--- src/rtl/dram_ctrl_if.sv ---
// CPU-side bus bundle for dram_ctrl: 68040 transfer request in, DRAM strobes and TA out.
interface dram_ctrl_if;
   logic        TS_n;
   logic        SEL;
   logic [21:0] A;
   logic [1:0]  SIZ;
   logic        RW;
   logic        TA_n;
   logic        RAS_n;
   logic [3:0]  CAS_n;
   logic        WE_n;
   logic [9:0]  MA;

   modport master (output TS_n, SEL, A, SIZ, RW,
                   input  TA_n, RAS_n, CAS_n, WE_n, MA);
   modport slave  (input  TS_n, SEL, A, SIZ, RW,
                   output TA_n, RAS_n, CAS_n, WE_n, MA);
endinterface

--- src/rtl/dram_ctrl.sv ---
// 68040 DRAM controller: RAS/CAS sequencing, 4-beat wrapping line bursts, CBR refresh.
// Refresh hardware is built only when DRAM_CTRL_REFRESH_EN is defined.
module dram_ctrl #(
   parameter int REFRESH_DIV = 495,
   parameter int PRECHARGE   = 2
) (
   input  logic        BCLK,
   input  logic        RESET,
   dram_ctrl_if.slave  bus
);
   typedef enum logic [2:0] {IDLE, ROW, CAS, CASHI, PRE, REFC, REFR} state_t;
   localparam int CW = $clog2(PRECHARGE + 2);

   state_t        r_state;
   logic [CW-1:0] r_cnt;
   logic [1:0]    r_beat;
   logic          r_pend;
   logic [21:0]   r_p_a;
   logic [1:0]    r_p_siz;
   logic          r_p_rw;
   logic [11:0]   r_c_a;
   logic [1:0]    r_c_siz;
   logic          r_ta_n, r_ras_n, r_we_n;
   logic [3:0]    r_cas_n;
   logic [9:0]    r_ma;

   logic          w_ts, w_req, w_dispatch, w_ref_pend, w_rw;
   logic [21:0]   w_a;
   logic [1:0]    w_siz;

   assign w_ts       = !bus.TS_n && bus.SEL;
   assign w_req      = r_pend || w_ts;
   assign w_a        = r_pend ? r_p_a   : bus.A;
   assign w_siz      = r_pend ? r_p_siz : bus.SIZ;
   assign w_rw       = r_pend ? r_p_rw  : bus.RW;
   assign w_dispatch = (r_state == IDLE) || (r_state == PRE && r_cnt == '0);

`ifdef DRAM_CTRL_REFRESH_EN
   localparam int RCW = $clog2(REFRESH_DIV + 1);
   logic [RCW-1:0] r_ref_cnt;
   logic           r_ref_pend;
   logic           w_wrap, w_ref_take;

   // A wrap on a dispatch edge is taken immediately, so refresh beats a same-edge TS.
   assign w_wrap     = (r_ref_cnt == RCW'(REFRESH_DIV - 1));
   assign w_ref_pend = r_ref_pend || w_wrap;
   assign w_ref_take = w_dispatch && w_ref_pend;

   always_ff @(posedge BCLK) begin
      if (RESET) begin
         r_ref_cnt  <= '0;
         r_ref_pend <= 1'b0;
      end else begin
         r_ref_cnt <= w_wrap ? '0 : r_ref_cnt + 1'b1;
         if (w_ref_take)  r_ref_pend <= 1'b0;
         else if (w_wrap) r_ref_pend <= 1'b1;
      end
   end
`else
   assign w_ref_pend = 1'b0;
`endif

   // Active-low lane enables; bit 3 carries byte offset 0.
   function automatic logic [3:0] cas_lanes(input logic [1:0] siz, input logic [1:0] a);
      case (siz)
         2'b01:   cas_lanes = ~(4'b1000 >> a);
         2'b10:   cas_lanes = a[1] ? 4'b1100 : 4'b0011;
         default: cas_lanes = 4'b0000;
      endcase
   endfunction

   always_ff @(posedge BCLK) begin
      if (RESET) begin
         r_state <= IDLE;
         r_cnt   <= '0;
         r_beat  <= 2'd0;
         r_pend  <= 1'b0;
         r_p_a   <= '0;
         r_p_siz <= 2'b00;
         r_p_rw  <= 1'b1;
         r_c_a   <= '0;
         r_c_siz <= 2'b00;
         r_ta_n  <= 1'b1;
         r_ras_n <= 1'b1;
         r_cas_n <= 4'hF;
         r_we_n  <= 1'b1;
         r_ma    <= '0;
      end else begin
         if (w_ts && !r_pend) begin
            r_pend  <= 1'b1;
            r_p_a   <= bus.A;
            r_p_siz <= bus.SIZ;
            r_p_rw  <= bus.RW;
         end
         // IDLE and the last PRE clock share one dispatch so back-to-back accesses skip IDLE.
         if (w_dispatch) begin
            if (w_ref_pend) begin
               r_state <= REFC;
               r_cas_n <= 4'h0;
               r_ras_n <= 1'b1;
               r_we_n  <= 1'b1;
               r_ta_n  <= 1'b1;
            end else if (w_req) begin
               r_state <= ROW;
               r_ras_n <= 1'b0;
               r_we_n  <= w_rw;
               r_ma    <= w_a[21:12];
               r_c_a   <= w_a[11:0];
               r_c_siz <= w_siz;
               r_beat  <= 2'd0;
               r_pend  <= 1'b0;
            end else begin
               r_state <= IDLE;
            end
         end else begin
            case (r_state)
               ROW, CASHI: begin
                  r_state <= CAS;
                  r_ma    <= {r_c_a[11:4], r_c_a[3:2] + r_beat};
                  r_cas_n <= cas_lanes(r_c_siz, r_c_a[1:0]);
                  r_ta_n  <= 1'b0;
               end
               CAS: begin
                  r_cas_n <= 4'hF;
                  r_ta_n  <= 1'b1;
                  if (r_c_siz == 2'b11 && r_beat != 2'd3) begin
                     r_state <= CASHI;
                     r_beat  <= r_beat + 2'd1;
                  end else begin
                     r_state <= PRE;
                     r_ras_n <= 1'b1;
                     r_we_n  <= 1'b1;
                     r_cnt   <= CW'(PRECHARGE - 1);
                  end
               end
               PRE: r_cnt <= r_cnt - 1'b1;
               REFC: begin
                  r_state <= REFR;
                  r_ras_n <= 1'b0;
                  r_cnt   <= CW'(1);
               end
               REFR: begin
                  if (r_cnt == '0) begin
                     r_state <= PRE;
                     r_ras_n <= 1'b1;
                     r_cas_n <= 4'hF;
                     r_cnt   <= CW'(PRECHARGE - 1);
                  end else begin
                     r_cnt <= r_cnt - 1'b1;
                  end
               end
               default: r_state <= IDLE;
            endcase
         end
      end
   end

   assign bus.TA_n  = r_ta_n;
   assign bus.RAS_n = r_ras_n;
   assign bus.CAS_n = r_cas_n;
   assign bus.WE_n  = r_we_n;
   assign bus.MA    = r_ma;
endmodule

--- src/flat_wrapper.sv ---
// flat-port wrapper written by rule: the top's interface ports become plain ports
module dram_ctrl_flat 
#(
   parameter int REFRESH_DIV = 495,
   parameter int PRECHARGE   = 2
)
  (BCLK, RESET, bus_TS_n, bus_SEL, bus_A, bus_SIZ, bus_RW, bus_TA_n, bus_RAS_n, bus_CAS_n, bus_WE_n, bus_MA);
  dram_ctrl_if bus_i ();
  input  logic BCLK;
  input  logic RESET;
  input wire logic [$bits(bus_i.TS_n)-1:0] bus_TS_n;
  input wire logic [$bits(bus_i.SEL)-1:0] bus_SEL;
  input wire logic [$bits(bus_i.A)-1:0] bus_A;
  input wire logic [$bits(bus_i.SIZ)-1:0] bus_SIZ;
  input wire logic [$bits(bus_i.RW)-1:0] bus_RW;
  output wire logic [$bits(bus_i.TA_n)-1:0] bus_TA_n;
  output wire logic [$bits(bus_i.RAS_n)-1:0] bus_RAS_n;
  output wire logic [$bits(bus_i.CAS_n)-1:0] bus_CAS_n;
  output wire logic [$bits(bus_i.WE_n)-1:0] bus_WE_n;
  output wire logic [$bits(bus_i.MA)-1:0] bus_MA;
  assign bus_i.TS_n = bus_TS_n;
  assign bus_i.SEL = bus_SEL;
  assign bus_i.A = bus_A;
  assign bus_i.SIZ = bus_SIZ;
  assign bus_i.RW = bus_RW;
  assign bus_TA_n = bus_i.TA_n;
  assign bus_RAS_n = bus_i.RAS_n;
  assign bus_CAS_n = bus_i.CAS_n;
  assign bus_WE_n = bus_i.WE_n;
  assign bus_MA = bus_i.MA;
  dram_ctrl #(.REFRESH_DIV(REFRESH_DIV), .PRECHARGE(PRECHARGE)) u_core (.BCLK(BCLK), .RESET(RESET), .bus(bus_i));
endmodule
--- config.mk ---
export PLATFORM = sky130hd
export DESIGN_NAME = dram_ctrl_flat
export DESIGN_NICKNAME = d
export VERILOG_FILES = /design/src/rtl/dram_ctrl_if.sv /design/src/rtl/dram_ctrl.sv /design/src/flat_wrapper.sv
export SDC_FILE = /design/constraint.sdc
export NUM_CORES = 1
export LEC_CHECK = 0
export BUFFER_PORTS_ARGS = -buffer_cell sky130_fd_sc_hd__buf_2
export CAP_MARGIN = 10
export CORE_UTILIZATION = 60
export CTS_CLUSTER_DIAMETER = 40
export DETAILED_ROUTE_END_ITERATION = 8
export PLACE_DENSITY = 0.86
export SYNTH_ARGS = -nofsm -noshare
export SYNTH_HDL_FRONTEND = slang
export SYNTH_SLANG_ARGS = --single-unit
--- constraint.sdc ---
create_clock -name BCLK -period 2.48 [get_ports BCLK]
set_clock_uncertainty 0.15 [all_clocks]
set_input_delay 0.496 -clock BCLK [delete_from_list [all_inputs] [get_ports BCLK]]
set_output_delay 0.496 -clock BCLK [all_outputs]
set_load 0.02 [all_outputs]
# Word level (Yosys, flattened, before mapping)
# Index checks and enable logic that the tools add are counted.
[totals]
output_inout_bits = 17
wordCells = 98
register_bits = 64
[op_classes]
mux = 34
n_addsub = 3
eq_ne = 17
shift = 1
n_reduce_logical = 27
n_bitwise = 2
[op_table]
columns = ["operator", "count"]
rows = [
  ["2-to-1 mux 10 bit", 3],
  ["2-to-1 mux 22 bit", 1],
  ["one-hot mux 3 bit (5 select lines)", 1],
  ["2-to-1 mux 2 bit", 7],
  ["2-to-1 mux 1 bit", 12],
  ["one-hot mux 4 bit (3 select lines)", 1],
  ["AND reduction 3 bit", 4],
  ["equality test 3 bit (second input constant)", 3],
  ["2-to-1 mux 3 bit", 3],
  ["2-to-1 mux 4 bit", 2],
  ["inequality test 2 x 1 -> 1 bit (second input constant)", 4],
  ["one-hot mux 2 bit (4 select lines)", 1],
  ["one-hot mux 4 bit (2 select lines)", 1],
  ["AND reduction 2 bit", 4],
  ["nonzero test 2 bit", 4],
  ["nonzero test 4 bit", 2],
  ["equality test 3 x 2 -> 1 bit (second input constant)", 2],
  ["equality test 2 bit (second input constant)", 2],
  ["logical AND 1 bit", 4],
  ["inequality test 2 bit (second input constant)", 2],
  ["inverter 4 bit", 1],
  ["AND reduction 4 bit", 1],
  [">> shifter 4 x 2 -> 4 bit (first input constant)", 1],
  ["equality test 3 x 1 -> 1 bit (second input constant)", 1],
  ["15 further kinds", 17],
]

# Logic depth before layout (Yosys ltp)
# Gate-level depths: netlist of the first run.
[logic_depth]
word_depth = 6
ltp_mapped = 7
ltp_nobuf = 6

# Least setup slack after synthesis of the first run
# No wires, ideal clock.
[synth_timing]
kind = "register to register"
from = "register u_core.r_cnt[0]"
to = "register u_core.r_ma[1], in the netlist u_core.bus.MA[1]"
arrival_time_ps = 1360
period_less_slack_ps = 1637
required_time_ps = 2203
setup_slack_ps = 843
stages_incl_launch_ff = 8
setup_ps = 127
cell_sequence = "dfxtp_1 -> inv_1 -> ha_1 -> nand2b_1 -> o211a_2 -> buf_2 -> o2111ai_1 -> nand3_1"
[synth_via]
elab_chain_cells = 5
[synth_rtl]
columns = ["element", "line", "text"]
rows = [
  ["start: declaration", "dram_ctrl.sv:15", "logic [CW-1:0] r_cnt;"],
  ["start signal: assignment", "dram_ctrl.sv:133", "r_cnt <= CW'(PRECHARGE - 1);"],
  ["start signal: assignment", "dram_ctrl.sv:136", "PRE: r_cnt <= r_cnt - 1'b1;"],
  ["start signal: assignment", "dram_ctrl.sv:147", "r_cnt <= CW'(PRECHARGE - 1);"],
  ["logical NOT 2 bit *", "dram_ctrl.sv:36", "assign w_dispatch = (r_state == IDLE) || (r_state == PRE && r_cnt == '0);"],
  ["logical AND 1 bit *", "dram_ctrl.sv:36", ""],
  ["logical OR 1 bit *", "dram_ctrl.sv:36", ""],
  ["inequality test 2 x 1 -> 1 bit (no source line) / nonzero test 2 bit (equally long branches)", "--", ""],
  ["AND reduction 2 bit (no source line)", "--", ""],
  ["end signal: assignment", "dram_ctrl.sv:107", "r_ma <= w_a[21:12];"],
  ["end signal: assignment", "dram_ctrl.sv:119", "r_ma <= {r_c_a[11:4], r_c_a[3:2] + r_beat};"],
  ["end: declaration", "dram_ctrl.sv:25", "logic [9:0] r_ma;"],
]
# Mark *: on every way between the ends. The rest lies on a longest branch, timed or not.
# A chain may end at the register's enable or synchronous reset.

# Worst setup path in the final report of the first run
[layout_timing]
from = "register u_core.r_state[0]"
to = "register u_core.r_ma[4], in the netlist u_core.bus.MA[4]"
[layout_via]
elab_chain_cells = 5
[layout_rtl]
columns = ["element", "line", "text"]
rows = [
  ["start: declaration", "dram_ctrl.sv:14", "state_t r_state;"],
  ["start signal: assignment", "dram_ctrl.sv:74", "r_state <= IDLE;"],
  ["start signal: assignment", "dram_ctrl.sv:98", "r_state <= REFC;"],
  ["start signal: assignment", "dram_ctrl.sv:104", "r_state <= ROW;"],
  ["equality test 3 bit", "dram_ctrl.sv:36", ""],
  ["logical AND 1 bit", "dram_ctrl.sv:36", ""],
  ["logical OR 1 bit", "dram_ctrl.sv:36", ""],
  ["inequality test 2 x 1 -> 1 bit (no source line) / nonzero test 2 bit (equally long branches)", "--", ""],
  ["AND reduction 2 bit (no source line)", "--", ""],
]
# Parallel ways exist; a longest one is shown, timed or not.

==> results of run 1 <==
==> area by class of cell <==
| class | count | area [um^2] | area share [%] |
|---|---|---|---|
| multi-input cells | 250 | 1550 | 44.8 |
| well taps | 67 | 83.8 | 2.43 |
| clock buffers | 11 | 141 | 4.09 |
| inverters | 7 | 26.3 | 0.761 |
| clock inverters | 5 | 80.1 | 2.32 |
| repair buffers | 54 | 293 | 8.48 |
| flip-flops and latches | 64 | 1280 | 37.1 |
==> per-stage QoR <==
| step | utilization [%] | area [um^2] | power, mW | setup WS, ns |
|---|---|---|---|---|
| 2_1_floorplan | - | 3000 | 1.42 | 0.843 |
| 3_3_place_gp | 68.0 | 3230 | 1.51 | 0.419 |
| 3_5_place_dp | 68.0 | 3230 | 1.53 | 0.349 |
| 4_1_cts | 72.7 | 3450 | 2.51 | 0.345 |
| 5_1_grt | 72.7 | 3450 | 2.60 | 0.213 |
| 6_report | 72.7 | 3450 | 2.50 | 0.336 |
==> cells in the mapped netlist, drive strengths merged <==
library cell,n
nand2b,5
nor2b,6
dfxtp,64
inv,7
a21oi,45
nor3b,2
mux2i,25
o31ai,1
o2111ai,2
nand2,61
o21ai,4
o221ai,9
a21o,1
or4,1
or2,2
a211oi,16
o211a,1
o21bai,1
nand3,24
nor3,2
buf,17
a2111oi,1
nand4,2
ha,7
o22ai,4
and2,3
nor2,21
xnor3,1
o211ai,1
or3,1
a221oi,1
clkbuf,10
==> metal layers <==
layer / vias up / track usage [%] / routed length [um]
met3: 10 / 8.43 / 335
met4: 0 / 8.71 / 98
met2: 73 / 42.0 / 3110
met5: - / 0 / 0
met1: 1198 / 34.3 / 2950
li1: 1303 / - / -
==> where the power goes <==
group	total (mW)	leakage, nW	switching, mW	internal, mW
Sequential	1.14	0.524	0.0471	1.10
Clock	0.989	0.106	0.397	0.592
Combinational	0.363	0.686	0.221	0.142
==> worst min-delay path, cell delays in order <==
cell and delay, ns:
buf_2 0.10, nand2_1 0.05, a21oi_1 0.05
==> worst paths after layout <==
| kind | slack [ns] | start | depth (start not counted) | endpoint |
|---|---|---|---|---|
| hold reg to reg | 0.30 | u_core.r_p_a[4] | 2 | u_core.r_p_a[4] |
| hold / removal | 0.24 | bus_A[4] | 3 | u_core.r_p_a[4] |
| setup / recovery | 0.34 | u_core.r_state[0] | 5 | u_core.bus.MA[4] |
| setup reg to reg | 0.34 | u_core.r_state[0] | 5 | u_core.bus.MA[4] |
==> registers in the layout, summed over array words and instances, names as in the netlist <==
register          count
u_core.r_p_siz        2
u_core.r_p_a         22
u_core.r_c_siz        2
u_core.bus.TA_n       1
u_core.r_c_a         12
u_core.r_beat         2
u_core.r_p_rw         1
u_core.bus.MA        10
u_core.r_cnt          2
u_core.r_state        3
u_core.bus.WE_n       1
u_core.bus.CAS_n      4
u_core.bus.RAS_n      1
u_core.r_pend         1
==> cells by family (layout without fill, tap and decap cells) <==
kind of cell,Yosys count,count (layout),share of synthesized area (%)
multiplexers,25,25,8.35
XOR/XNOR,1,1,0.751
AND/OR/NAND/NOR,130,130,19.8
adder cells (fa/ha/maj),7,7,2.92
flip-flops,64,64,42.7
AO/OA/AOI/OAI,87,87,19.8
buffers and inverters,34,77,5.59
==> qor.txt, run 1 <==
Dpl cells -> 442
Highest clock rate -> 466 MHz
Clk root buf -> clkbuf_8
Total Routing Usage GR -> 26.5%
First-pass detailed-route iteration total -> 4
Share of cells above drive strength 1 -> 21.5%
Clock slew at reported path FFs -> 0.07 ns
WP buf/inv -> 1
# nets final -> 422
Max Slew Vio Count -> 0
First-pass GRT wire length -> 10,700 um
Critical Path AT -> 2.26 ns
Most frequent cells in the layout -> dfxtp_1 (64), nand2_1 (61), a21oi_1 (45), buf_2 (45), mux2i_1 (25)
Vias in the first global route -> 2,351
Tcrit/Tclk final -> 86.4%
Static Leak -> 1.32 nW
DIE HEIGHT -> 72.7 um
Top Family by Delay on Critical Path -> compound AO/OA/AOI/OAI gates
Via count -> 2,584
Critical path capture point type -> register
Worst Path Required -> 2.60 ns
Max_cap viols -> 0
Synth area leader -> dfxtp_1
Worst slew margin -> 31.3%
Htree depth -> 3
Synth Register Bits -> 64
Mapped Cells -> 348
Overflow after GRT -> 0
CP max stage delay -> 0.50 ns
Routed wire length -> 6500 um
RePlAce Congestion -> 0.799
Critical path peak fanout -> 27
CTS buffer count -> 9
Detailed Place HPWL -> 4530 um
CTS tree -> built
WS Path Type -> reg2reg
Synth top area cells -> dfxtp_1 (43%), mux2i_1 (8.3%), nand2_1 (7.6%)
# setup viols final -> 0
Final Critical Period -> 2.14 ns
CP cell instances -> nor2_2 > o211a_2 > buf_4 > o221ai_1 > a21oi_1
Syn nets -> 384
Yosys warns -> 0
Yosys top cell area share -> 42.7%
Die ar. -> 5280 um^2
RSZ-0062 raised after global routing -> no
Die width -> 72.7 um
Ant. Diodes -> 0
Distinct cells, synth -> 43
Hold slack final -> 0.245 ns
Sequential cell area fraction in the yosys report -> 42.7%
Detail Route Antenna Nets -> 0
Post-synthesis average cell area -> 8.61 um^2
Setup TNS -> 0 ns
Fin. Hold Viols -> 0
Hold_buf cts -> 0
Wire per inst -> 14.2 um
Largest net degree at the start of global routing -> 56
I/O pins -> 46
Maximum VDD drop -> 0.000786 V
Post-CTS setup buffers -> 0
Clock sinks -> 64
Initial antenna violation count -> 0
Clk buf depth -> 2
Remaining DRCs -> 0
Worst Tran Pin Value -> 1.03 ns
Fill cells -> 367
Via density -> 5.64
Core footprint -> 4750 um^2
PwrDens -> 723 nW/um^2
Clock Latency Late Sink -> 0.34 ns
Layout Cells excl Fill -> 458
Commonest non-fill, non-tap cell in the layout -> dfxtp_1
CP startpoint kind -> register
Starting density of the core -> 63.1%
# rows -> 25
Port Buffers -> 45
Hold Path Class -> in2reg
Number of DRC markers in iteration 0 -> 227
Outcome -> finished, final reports clean
Synthesis-to-finish area growth -> 15.2%
Cell Area, Synth -> 3000 um^2
PostCTS Resize Cnt -> 0
Slowest-stage cell, CP -> nor2_2
Power figures use the tool's default switching activity.
==> inputs of run 2 (changes only) <==
--- a/config.mk
+++ b/config.mk
@@ -11,6 +11,7 @@
 export CTS_CLUSTER_DIAMETER = 40
 export DETAILED_ROUTE_END_ITERATION = 8
 export PLACE_DENSITY = 0.86
+export REMOVE_ABC_BUFFERS = 1
 export SYNTH_ARGS = -nofsm -noshare
 export SYNTH_HDL_FRONTEND = slang
 export SYNTH_SLANG_ARGS = --single-unit
==> run 2 against run 1 <==
Routed wire length increased by 4.4%. Worst setup slack gained 0.14 ns. Worst hold slack better by 0.013 ns. Combinational power is 4% higher. Clock-buffer cell count is 1 higher.
==> qor.txt, run 2 (synthesized netlist as in run 1, its figures left out) <==
Clock sinks -> 64 (unchanged)
Outcome -> finished, final reports clean (unchanged)
Wire per inst -> 14.6 um (was 14.2 um)
I/O pins -> 46 (unchanged)
Reg area -> 1280 um^2 (unchanged)
Critical path capture point type -> register (unchanged)
Fill cells -> 369 (was 367)
Overflow after GRT -> 0 (unchanged)
Post-CTS setup buffers -> 0 (unchanged)
Die ar. -> 5280 um^2 (unchanged)
Tcrit/Tclk final -> 80.8% (was 86.4%)
Worst Tran Pin Value -> 0.527 ns (was 1.03 ns)
Hold Path Class -> in2reg (unchanged)
Vias in the first global route -> 2,481 (was 2,351)
Worst Path Required -> 2.57 ns (was 2.60 ns)
RSZ-0062 raised after global routing -> no (unchanged)
Ant. Diodes -> 0 (unchanged)
Critical Path AT -> 2.09 ns (was 2.26 ns)
Most frequent cells in the layout -> dfxtp_1 (64), nand2_1 (61), a21oi_1 (45), buf_2 (45), mux2i_1 (25) (unchanged)
Remaining DRCs -> 0 (unchanged)
Share of cells above drive strength 1 -> 22.2% (was 21.5%)
Crit path from -> u_core.r_cnt[0] (was u_core.r_state[0])
Worst slew margin -> 64.7% (was 31.3%)
Detail Route Antenna Nets -> 0 (unchanged)
Total Routing Usage GR -> 28.5% (was 26.5%)
Maximum VDD drop -> 0.000417 V (was 0.000786 V)
Worst slack at placement -> 0.457 ns (was 0.349 ns)
Reg2reg start -> u_core.r_cnt[0] (was u_core.r_state[0])
DIE HEIGHT -> 72.7 um (unchanged)
Core footprint -> 4750 um^2 (unchanged)
Initial antenna violation count -> 0 (unchanged)
Clk buf depth -> 2 (unchanged)
# rows -> 25 (unchanged)
Clock slew at reported path FFs -> 0.07 ns (about the same)
Commonest non-fill, non-tap cell in the layout -> dfxtp_1 (unchanged)
Multi-input logic area -> 1550 um^2 (unchanged)
Synthesis-to-finish area growth -> 15.0% (was 15.2%)
# setup viols final -> 0 (unchanged)
Static Leak -> 1.33 nW (was 1.32 nW)
PostCTS Resize Cnt -> 0 (unchanged)
Htree depth -> 3 (unchanged)
Number of DRC markers in iteration 0 -> 114 (was 227)
Port Buffers -> 45 (unchanged)
Setup TNS -> 0 ns (unchanged)
Die width -> 72.7 um (unchanged)
RePlAce Congestion -> 0.798 (was 0.799)
First-pass detailed-route iteration total -> 4 (unchanged)
Max Slew Vio Count -> 0 (unchanged)
Detailed Place HPWL -> 4680 um (was 4530 um)
PnR worst setup slack -> 0.477 ns (was 0.336 ns)
Final Critical Period -> 2.00 ns (was 2.14 ns)
Hold path startpoint -> bus_A[2] (was bus_A[4])
# nets final -> 427 (was 422)
PwrDens -> 662 nW/um^2 (was 723 nW/um^2)
CTS buffer count -> 9 (unchanged)
Fin. Hold Viols -> 0 (unchanged)
Hold_buf cts -> 0 (unchanged)
Max reg flops -> 22 (unchanged)
Routed wire length -> 6780 um (was 6500 um)
Critical path peak fanout -> 12 (was 27)
Clock Latency Late Sink -> 0.33 ns (was 0.34 ns)
Largest net degree at the start of global routing -> 26 (was 56)
Starting density of the core -> 63.1% (unchanged)
WS Path Type -> reg2reg (unchanged)
Final core utilization -> 72.5% (was 72.7%)
Clk root buf -> clkbuf_8 (unchanged)
CP startpoint kind -> register (unchanged)
CTS tree -> built (unchanged)
First-pass GRT wire length -> 11,500 um (was 10,700 um)
Max_cap viols -> 0 (unchanged)
Most flops, register -> u_core.r_p_a (unchanged)
Highest clock rate -> 499 MHz (was 466 MHz)
Via count -> 2,638 (was 2,584)
Via density -> 5.70 (was 5.64)
[run 2: cell type report]
class	count	area share, %
clock buffers	12	4.21
flip-flops and latches	64	37.2
inverters	7	0.762
multi-input cells	250	44.9
repair buffers	59	9.94
well taps	67	2.43
clock inverters	4	0.581
[run 2: layer usage]
metal	part of all wire [%]	GRT usage, %
met5	0	0
met4	1.1	8.93
met3	5.9	8.01
met2	48	46.3
met1	45	36.9
[run 2: critical path, cell delays in order (launching register included)]
cell and delay [ns]:
dfxtp_1 0.33, inv_1 0.07, ha_1 0.25, nand2b_1 0.23, o211a_2 0.36, buf_4 0.23, nor2_1 0.06, a211oi_1 0.23
[run 2: final timing paths]
path	to	slack, ns	depth (start not counted)
setup / recovery	u_core.r_c_a[3]	0.48	7
setup reg to reg	u_core.r_c_a[3]	0.48	7
hold reg to reg	u_core.r_p_a[4]	0.31	2
hold / removal	u_core.r_p_a[2]	0.26	3
[run 2: power by group]
part / switching, mW / total (mW) / internal, mW
clock network: 0.376 / 0.759 / 0.383
registers: 0.0460 / 1.14 / 1.10
logic: 0.226 / 0.379 / 0.153
total: 0.648 / 2.28 / 1.63
[run 2: per-stage QoR]
step / instances / total power, mW / hold WS (ns) / area, um^2
2_1_floorplan: 321 / 1.39 / 0.280 / 2860
3_3_place_gp: 447 / 1.53 / 0.291 / 3280
3_5_place_dp: 447 / 1.54 / 0.297 / 3280
4_1_cts: 463 / 2.30 / 0.242 / 3450
5_1_grt: 463 / 2.40 / 0.247 / 3450
6_report: 463 / 2.28 / 0.258 / 3450
